--- config.mk ---
export PLATFORM = sky130hd
export DESIGN_NAME = uart_tx_sequencer
export DESIGN_NICKNAME = d
export VERILOG_FILES = /design/src/rtl/uart_seq_pkg.sv /design/src/rtl/byte_fifo.sv /design/src/rtl/uart_tx_sequencer.sv
export SDC_FILE = /design/constraint.sdc
export NUM_CORES = 1
export LEC_CHECK = 0
export ABC_AREA = 1
export BUFFER_PORTS_ARGS = -buffer_cell sky130_fd_sc_hd__buf_2
export CAP_MARGIN = 10
export CORE_MARGIN = 2
export CORE_UTILIZATION = 37
export CTS_CLUSTER_SIZE = 16
export DETAILED_ROUTE_END_ITERATION = 12
export PLACE_DENSITY_LB_ADDON = 0.25
export SKIP_CTS_REPAIR_TIMING = 1
export SLEW_MARGIN = 20
export SYNTH_ARGS = -nofsm -noshare
export SYNTH_HDL_FRONTEND = slang
export SYNTH_HIERARCHICAL = 1
export SYNTH_SLANG_ARGS = --single-unit
--- constraint.sdc ---
create_clock -name sourceClk -period 6.7 [get_ports sourceClk]
set_input_delay 1.34 -clock sourceClk [delete_from_list [all_inputs] [get_ports sourceClk]]
set_output_delay 1.34 -clock sourceClk [all_outputs]
set_load 0.005 [all_outputs]
--- src/rtl/uart_seq_pkg.sv ---
// Shared types and constants for the UART transmit sequencer.
package uart_seq_pkg;

    localparam int unsigned ByteW = 8;

    typedef enum logic [1:0] {
        SqIdle   = 2'd0,
        SqStrobe = 2'd1,
        SqWait   = 2'd2,
        SqGap    = 2'd3
    } sq_state_e;

endpackage

--- src/rtl/byte_fifo.sv ---
// Synchronous byte FIFO with first-word-fall-through head, flush and occupancy level.
module byte_fifo
    import uart_seq_pkg::*;
#(
    parameter int unsigned Depth = 16
) (
    input  logic                   clk_i,
    input  logic                   rst_i,
    input  logic                   push_i,
    input  logic [ByteW-1:0]       data_i,
    input  logic                   pop_i,
    input  logic                   flush_i,
    output logic [ByteW-1:0]       head_o,
    output logic                   full_o,
    output logic                   empty_o,
    output logic [$clog2(Depth):0] level_o
);

    localparam int unsigned AddrW = $clog2(Depth);

    logic [ByteW-1:0] mem_q [Depth];
    logic [AddrW-1:0] wr_ptr_q;
    logic [AddrW-1:0] rd_ptr_q;
    logic [AddrW:0]   count_q;
    logic             push_ok;
    logic             pop_ok;

    assign full_o  = (count_q == (AddrW + 1)'(Depth));
    assign empty_o = (count_q == '0);
    assign level_o = count_q;
    assign head_o  = mem_q[rd_ptr_q];

    // A push coinciding with flush is dropped; full is the registered occupancy.
    assign push_ok = push_i && !full_o && !flush_i;
    assign pop_ok  = pop_i && !empty_o;

    always_ff @(posedge clk_i) begin
        if (rst_i || flush_i) begin
            wr_ptr_q <= '0;
            rd_ptr_q <= '0;
            count_q  <= '0;
        end else begin
            if (push_ok) wr_ptr_q <= wr_ptr_q + 1'b1;
            if (pop_ok) rd_ptr_q <= rd_ptr_q + 1'b1;
            case ({push_ok, pop_ok})
                2'b10:   count_q <= count_q + 1'b1;
                2'b01:   count_q <= count_q - 1'b1;
                default: count_q <= count_q;
            endcase
        end
    end

    always_ff @(posedge clk_i) begin
        if (push_ok) mem_q[wr_ptr_q] <= data_i;
    end

endmodule

--- src/rtl/uart_tx_sequencer.sv ---
// Feeds queued bytes to a UART transmitter: one active-low strobe per byte,
// hold the byte until tx_complete, then an optional idle gap.
module uart_tx_sequencer
    import uart_seq_pkg::*;
#(
    parameter int unsigned DEPTH      = 16,
    parameter int unsigned GAP_CYCLES = 0
) (
    input  logic                   sourceClk,
    input  logic                   reset,
    input  logic                   wr_en,
    input  logic [ByteW-1:0]       wr_data,
    input  logic                   flush,
    output logic                   full,
    output logic                   empty,
    output logic [$clog2(DEPTH):0] level,
    output logic                   overflow,
    output logic                   busy,
    output logic                   drained,
    output logic                   tx_en,
    output logic [ByteW-1:0]       tx_byte,
    input  logic                   tx_complete
);

    localparam int unsigned GapW = (GAP_CYCLES > 1) ? $clog2(GAP_CYCLES) : 1;
    localparam logic [GapW-1:0] GapLoad = (GAP_CYCLES > 0) ? GapW'(GAP_CYCLES - 1) : '0;

    sq_state_e        state_q, state_d;
    logic [GapW-1:0]  gap_q, gap_d;
    logic [ByteW-1:0] tx_byte_q, tx_byte_d;
    logic             overflow_q;
    logic             drained_q, drained_d;
    logic             pop;
    logic             fifo_full;
    logic             fifo_empty;
    logic [ByteW-1:0] fifo_head;

    byte_fifo #(
        .Depth(DEPTH)
    ) u_fifo (
        .clk_i  (sourceClk),
        .rst_i  (reset),
        .push_i (wr_en),
        .data_i (wr_data),
        .pop_i  (pop),
        .flush_i(flush),
        .head_o (fifo_head),
        .full_o (fifo_full),
        .empty_o(fifo_empty),
        .level_o(level)
    );

    always_comb begin
        state_d   = state_q;
        gap_d     = gap_q;
        tx_byte_d = tx_byte_q;
        pop       = 1'b0;
        unique case (state_q)
            SqIdle: begin
                if (!fifo_empty) begin
                    pop       = 1'b1;
                    tx_byte_d = fifo_head;
                    state_d   = SqStrobe;
                end
            end
            SqStrobe: state_d = SqWait;
            SqWait: begin
                if (tx_complete) begin
                    if (GAP_CYCLES > 0) begin
                        state_d = SqGap;
                        gap_d   = GapLoad;
                    end else begin
                        state_d = SqIdle;
                    end
                end
            end
            SqGap: begin
                if (gap_q == '0) state_d = SqIdle;
                else gap_d = gap_q - 1'b1;
            end
            default: state_d = SqIdle;
        endcase
    end

    // A push in the completing cycle means more work is coming, so no drain pulse.
    assign drained_d = (state_q == SqWait) && tx_complete && fifo_empty && !wr_en;

    always_ff @(posedge sourceClk) begin
        if (reset) begin
            state_q    <= SqIdle;
            gap_q      <= '0;
            tx_byte_q  <= '0;
            overflow_q <= 1'b0;
            drained_q  <= 1'b0;
        end else begin
            state_q    <= state_d;
            gap_q      <= gap_d;
            tx_byte_q  <= tx_byte_d;
            overflow_q <= overflow_q | (wr_en & fifo_full);
            drained_q  <= drained_d;
        end
    end

    assign full     = fifo_full;
    assign empty    = fifo_empty;
    assign overflow = overflow_q;
    assign drained  = drained_q;
    assign busy     = (state_q != SqIdle) || !fifo_empty;
    assign tx_en    = (state_q != SqStrobe);
    assign tx_byte  = tx_byte_q;

endmodule

-- After elaboration in Yosys (flattened, before gate mapping)
Memory sizes are Yosys's and may differ from the RTL's. A register that Yosys moved wholly into a read port is not among the register bits.
Index checks and enable logic that the tools add are counted.
- bitwise gates (word level): 3
- muxes and demuxes: 10
- shift-type cells: 0
- $lt $le $gt $ge: 0
- equal/unequal tests: 10
- multipliers: 0
- reduce and logical (&&, ||, !) cells: 18
- divide/modulo/power cells: 0
- add/sub/neg operators: 5
- operator list (cell ; count):
    $pmux W5 S2 ; 1
    $add A4 B1 Y4 const B ; 2
    $pmux W2 S4 ; 1
    $eq A2 B2 Y1 const B ; 3
    $logic_and A1 B1 Y1 ; 6
    $mux W2 ; 3
    $ne A2 B2 Y1 const B ; 3
    $add A5 B1 Y5 const B ; 1
    $eq A5 B5 Y1 const B ; 1
    $logic_not A5 Y1 ; 1
    $mux W1 ; 5
    $sub A5 B1 Y5 const B ; 1
    $eq A2 B1 Y1 const B ; 2
    $logic_not A1 Y1 ; 4
    $reduce_bool A2 Y1 ; 2
    $reduce_and A3 Y1 ; 1
    $logic_not A2 Y1 ; 1
    $logic_or A1 B1 Y1 ; 2
    $ne A2 B1 Y1 const B ; 1
    $reduce_and A2 Y1 ; 1
    $and A1 B1 Y1 ; 1
    $not A1 Y1 ; 1
    $or A1 B1 Y1 ; 1
    $sub A1 B1 Y1 const B ; 1
- flip-flop bits (word level): 18
- bits in writable memories: 128
- memories kept: 1
- output and inout port bits: 19
- logic and storage cells: 54
- bits in latches: 0
- bits in read-only memories: 0
- input bits: 13
- memories (name ; depth ; bits a word ; rd ports ; clocked after memory_dff ; wr ports ; line ; RTL):
    u_fifo.mem_q ; 16 ; 8 ; 1 ; 1 ; 1 ; byte_fifo.sv:21 ; logic [ByteW-1:0] mem_q [Depth];

-- Depth between registers and ports, before layout
- depth after elaboration: 6
- depth in mapped cells: 21
- depth with buffers taken out: 20

-- By module
Netlist, hierarchy kept.
- by module, submodules not included (module ; instances ; area an instance (sq um) ; cells each ; seq. area each (sq um)):
    byte_fifo ; 1 ; 6224.7 ; 547 ; 4184.0
    uart_tx_sequencer ; 1 ; 536.8 ; 72 ; 240.2

-- Least setup slack after synthesis
No wires, ideal clock.
- path type: input to register
- start point: input port flush
- end point: register u_fifo.count_q[4], in the netlist u_fifo/level_o[4]
- arrival time: 2.604 ns
- data required time: 6.583 ns
- library setup time: 0.117 ns
- slack: 3.979 ns
- stages on the path: 13
- buffers on the path: 0
- cells stage by stage: nand3b_4 -> ha_1 -> nand2_1 -> inv_1 -> nor2_1 -> ha_1 -> inv_1 -> nand2_1 -> nand3_1 -> nand3_1 -> nand2_1 -> nor2_1 -> nor2_1
- word-level cells in the longest chain between the ends: 4
- elaborated cells on any way between the ends: 7
- classes of those cells: eq/ne: 2; mux: 1; reduce/logical: 4
- ends and longest elaborated chain (what ; line ; RTL):
    start: declaration ; uart_tx_sequencer.sv:13 ; input logic flush,
    $logic_not A1 Y1 ; byte_fifo.sv:34 ; assign push_ok = push_i && !full_o && !flush_i;
    $logic_and A1 B1 Y1 ; byte_fifo.sv:34 ;
    $eq A2 B1 Y1 or $eq A2 B2 Y1 (tied branches) ; byte_fifo.sv:45 ; case ({push_ok, pop_ok})
    $pmux W5 S2 or $reduce_bool A2 Y1 (tied branches) ; n/a ;
    end signal: assignment ; byte_fifo.sv:46 ; 2'b10: count_q <= count_q + 1'b1;
    end signal: assignment ; byte_fifo.sv:47 ; 2'b01: count_q <= count_q - 1'b1;
    end signal: assignment ; byte_fifo.sv:48 ; default: count_q <= count_q;
    end: declaration ; byte_fifo.sv:24 ; logic [AddrW:0] count_q;
Several ways; a longest one is shown, not always the timed one.
A chain may end at the register's enable or synchronous reset.

-- Final worst setup path
- start point: register u_fifo.count_q[0], in the netlist u_fifo/level_o[0]
- end point: register u_fifo.count_q[2], in the netlist u_fifo/level_o[2]
- word-level cells in the longest chain between the ends: 6
- elaborated cells on any way between the ends: 15
- classes of those cells: add/sub: 2; eq/ne: 3; mux: 3; reduce/logical: 7
- ends and longest elaborated chain (what ; line ; RTL):
    $logic_not A5 Y1 (*) ; byte_fifo.sv:29 ; assign empty_o = (count_q == '0);
    $mux W1 (*) ; uart_tx_sequencer.sv:60 ; if (!fifo_empty) begin
    $mux W1 (*) ; uart_tx_sequencer.sv:58 ; unique case (state_q)
    named net pop ; uart_tx_sequencer.sv:33 ; logic pop;
    $logic_and A1 B1 Y1 (*) ; byte_fifo.sv:35 ; assign pop_ok = pop_i && !empty_o;
    named net u_fifo.pop_ok ; byte_fifo.sv:26 ; logic pop_ok;
    $eq A2 B1 Y1 or $eq A2 B2 Y1 (tied branches) ; byte_fifo.sv:45 ;
    $pmux W5 S2 or $reduce_bool A2 Y1 (tied branches) ; n/a ;
The timed path passes the listed nets; every way through them passes the cells marked *.

==> metrics.yaml <==
outcome:
  status: "finished, final reports clean"
synthesis:
  synth_mux_area_share_pct: 0
  ys_ff_latch: 157
  synth_xor_area_share_pct: 0.7772
  netlist.top_cell.by_area: "edfxtp_1"
  yosys_warnings: 6
  syn-instance-count: 619
  synthTopCellsByArea: "edfxtp_1 57%, dfxtp_1 8.6%, inv_1 5.4%"
  synth_top_flop_cell: "edfxtp_1"
  ys_types: 29
  synth-edff-count: 128
  synth_compound_area_share_pct: 11.32
  synth-simple-area-share_pct: 12.56
  syn_area_per_cell_um2: 10.92
  synth_top_area_share_pct: 56.85
  synth_top_family_by_area: "simple AND/OR/NAND/NOR gates"
  synth_nets: 641
  synth.yosys.seq_area_share_pct: 65.43
  async_flop_share_pct: 0
  synthAdderAreaFrac_pct: 1.665
  syn-cell-area_mm2: 0.006761
timing:
  timing.final.ws_setup_ns: 3.817
  period_share_pct: 43.03
  hold_viol: 0
  finClkSkew_ns: 0.006936
  fin_setup_tns_ns: 0
  max_freq_mhz: 346.9
  timing.final.crit_period_ns: 2.883
  setup_viol: 0
  slew_headroom_pct: 41.73
  drv_slew: 0
  rsz0062_at_grt: "false"
  worst_pin_slew_ns: 0.8741
floorplan:
  dieArea_mm2: 0.01937
  io_pins: 32
  coreArea_mm2: 0.01796
  die_y_um: 139.2
  start_util_pct: 37.64
  placementRows: 49
  die_w_um: 139.2
drt:
  routedWlPerCell_um: 16.47
  via_count: 4402
  drcViolationCount: 0
  first_pass_iters: 5
  wirelength_um: 14590
  drtAntennaViolNets: 0
  avgViaCountPerCell: 4.968
  drt-initial-drc-count: 366
setup_path:
  critPathRequiredTime_ns: 7.01
  crit_type: "reg -> reg"
  crit_fanout: 17
  cpPeakStageDelay_ns: 0.43
  cp_common_cell: "inv_1"
  critPathSlowestCell: "dfxtp_1"
  critPathTopFamily: "buffers and inverters"
  worstSetupStartpointType: "flop"
  cp.arrival_ns: 3.19
  crit_path_cell_trace: "nor2_1 > nand4_1 > inv_1 > inv_2 > nand2_1 > inv_1 > nand2_1 > inv_1 > ha_1 > nand2_1 > inv_1 > nor2_1 > ha_1 > inv_1 > nand2_1 > xor2_1 > o21ai_0 > inv_1"
  cp_num_buf_inv: 7
  cp-end-kind: "flop"
power:
  ir_drop_mv: 0.1765
  finalPower_mw: 2.324
  p_leak_nw: 2.863
  power.density_mw_per_mm2: 303.8
clock_tree:
  cts-root-buf: "clkbuf_16"
  cts_tree: "yes"
  cts.clk_slew.worst_paths_ns: 0.06
  cts_buffer_depth: 2
  clk_latency_ns: 0.42
  numCtsBuffers: 17
  cts.sinks: 157
  htree_levels: 4
grt:
  grt_util_all_layers_pct: 15.55
  overflow: 0
  grt_pass1_wl_um: 23100
  grt_max_degree: 129
  antenna_found_initial: 0
  grt_pass1_vias: 4313
run:
  max_cap_violations: 0
finish:
  fill_cells: 1685
  final_cells: 886
  syn_to_final_growth_pct: 13.14
  seq_area_mm2: 0.004429
  finalCoreUtilization_pct: 42.59
  drive_gt1_share_pct: 12.48
  num_antenna_cells: 0
  layout_common_cells: "128 x edfxtp_1, 98 x inv_1, 86 x nand2_1"
  mostFrequentLayoutCell: "edfxtp_1"
  nets: 666
  multi_input_area_mm2: 0.001780
place:
  gp_congestion: 0.8749
  dp_cells: 854
  portBuffers: 31
  dpl.hpwl_um: 9450
  preCtsSetupSlack_ns: 3.656
worst_hold_path:
  hold_class: "reg -> reg"
cell type report:
class / count / share of cell area [%]
Clock inverter: 13 / 2.159
Multi-Input combinational cell: 334 / 23.27
Timing Repair Buffer: 33 / 2.273
Clock buffer: 19 / 5.659
Sequential cell: 157 / 57.90
Inverter: 101 / 4.989
Tap cell: 229 / 3.746
final timing paths:
path,from,to,slack [ns],cells past startpoint
worst max register to register,u_fifo/level_o[0],u_fifo/level_o[2],3.82,18
worst min register to register,overflow,overflow,0.47,2
worst min-delay path,overflow,overflow,0.47,2
worst max-delay path,u_fifo/level_o[0],u_fifo/level_o[2],3.82,18
metrics by stage:
| stage | hold slack, ns | instance area (um^2) |
|---|---|---|
| after global placement | 0.4514 | 7048 |
| after CTS | 0.4730 | 7646 |
| after detailed placement | 0.4579 | 7048 |
| after global routing | 0.4961 | 7650 |
| after floorplan | 0.4604 | 6761 |
| final | 0.4688 | 7650 |
cells in the mapped netlist (5+ instances only):
library cell,number
o21ai_0,36
nand2_1,86
inv_1,98
nor2_1,38
o211ai_1,22
dfxtp_1,29
a21oi_1,52
nand3_1,65
edfxtp_1,128
buf_2,15
xor2_1,5
ha_1,9
o211ai_2,10
state kept, by name (all words and copies together) (netlist names), named ones only:
| name | count |
|---|---|
| overflow | 1 |
| u_fifo/level_o | 5 |
| u_fifo/rd_ptr_q | 4 |
| u_fifo/mem_q | 128 |
| drained | 1 |
| u_fifo/wr_ptr_q | 4 |
| tx_byte | 8 |
| state_q | 2 |
kinds of logic after synthesis:
kind of cell | Yosys count
XOR/XNOR | 6
adder cells (fa/ha/maj) | 9
AO/OA/AOI/OAI | 125
flip-flops | 157
buffers and inverters | 128
AND/OR/NAND/NOR | 194
worst min-delay path, delay by kind of cell, from the launching register on:
| family | cells | cell delay [ns] |
|---|---|---|
| AND/OR/NAND/NOR | 1 | 0.07 |
| flip-flops | 1 | 0.32 |
| AO/OA/AOI/OAI | 1 | 0.04 |
power breakdown:
part	internal [mW]	switching [mW]
Clock	0.588	0.383
Sequential	1.08	0.0186
Combinational	0.0858	0.168
Total	1.75	0.569
layer usage:
layer,track usage [%],vias up,routed length [um]
met5,0,-,0
met4,5.742,0,288
met3,3.660,19,546
met2,24.22,105,6784
met1,21.31,2113,6969
li1,-,2165,-
Power figures use the tool's default switching activity.
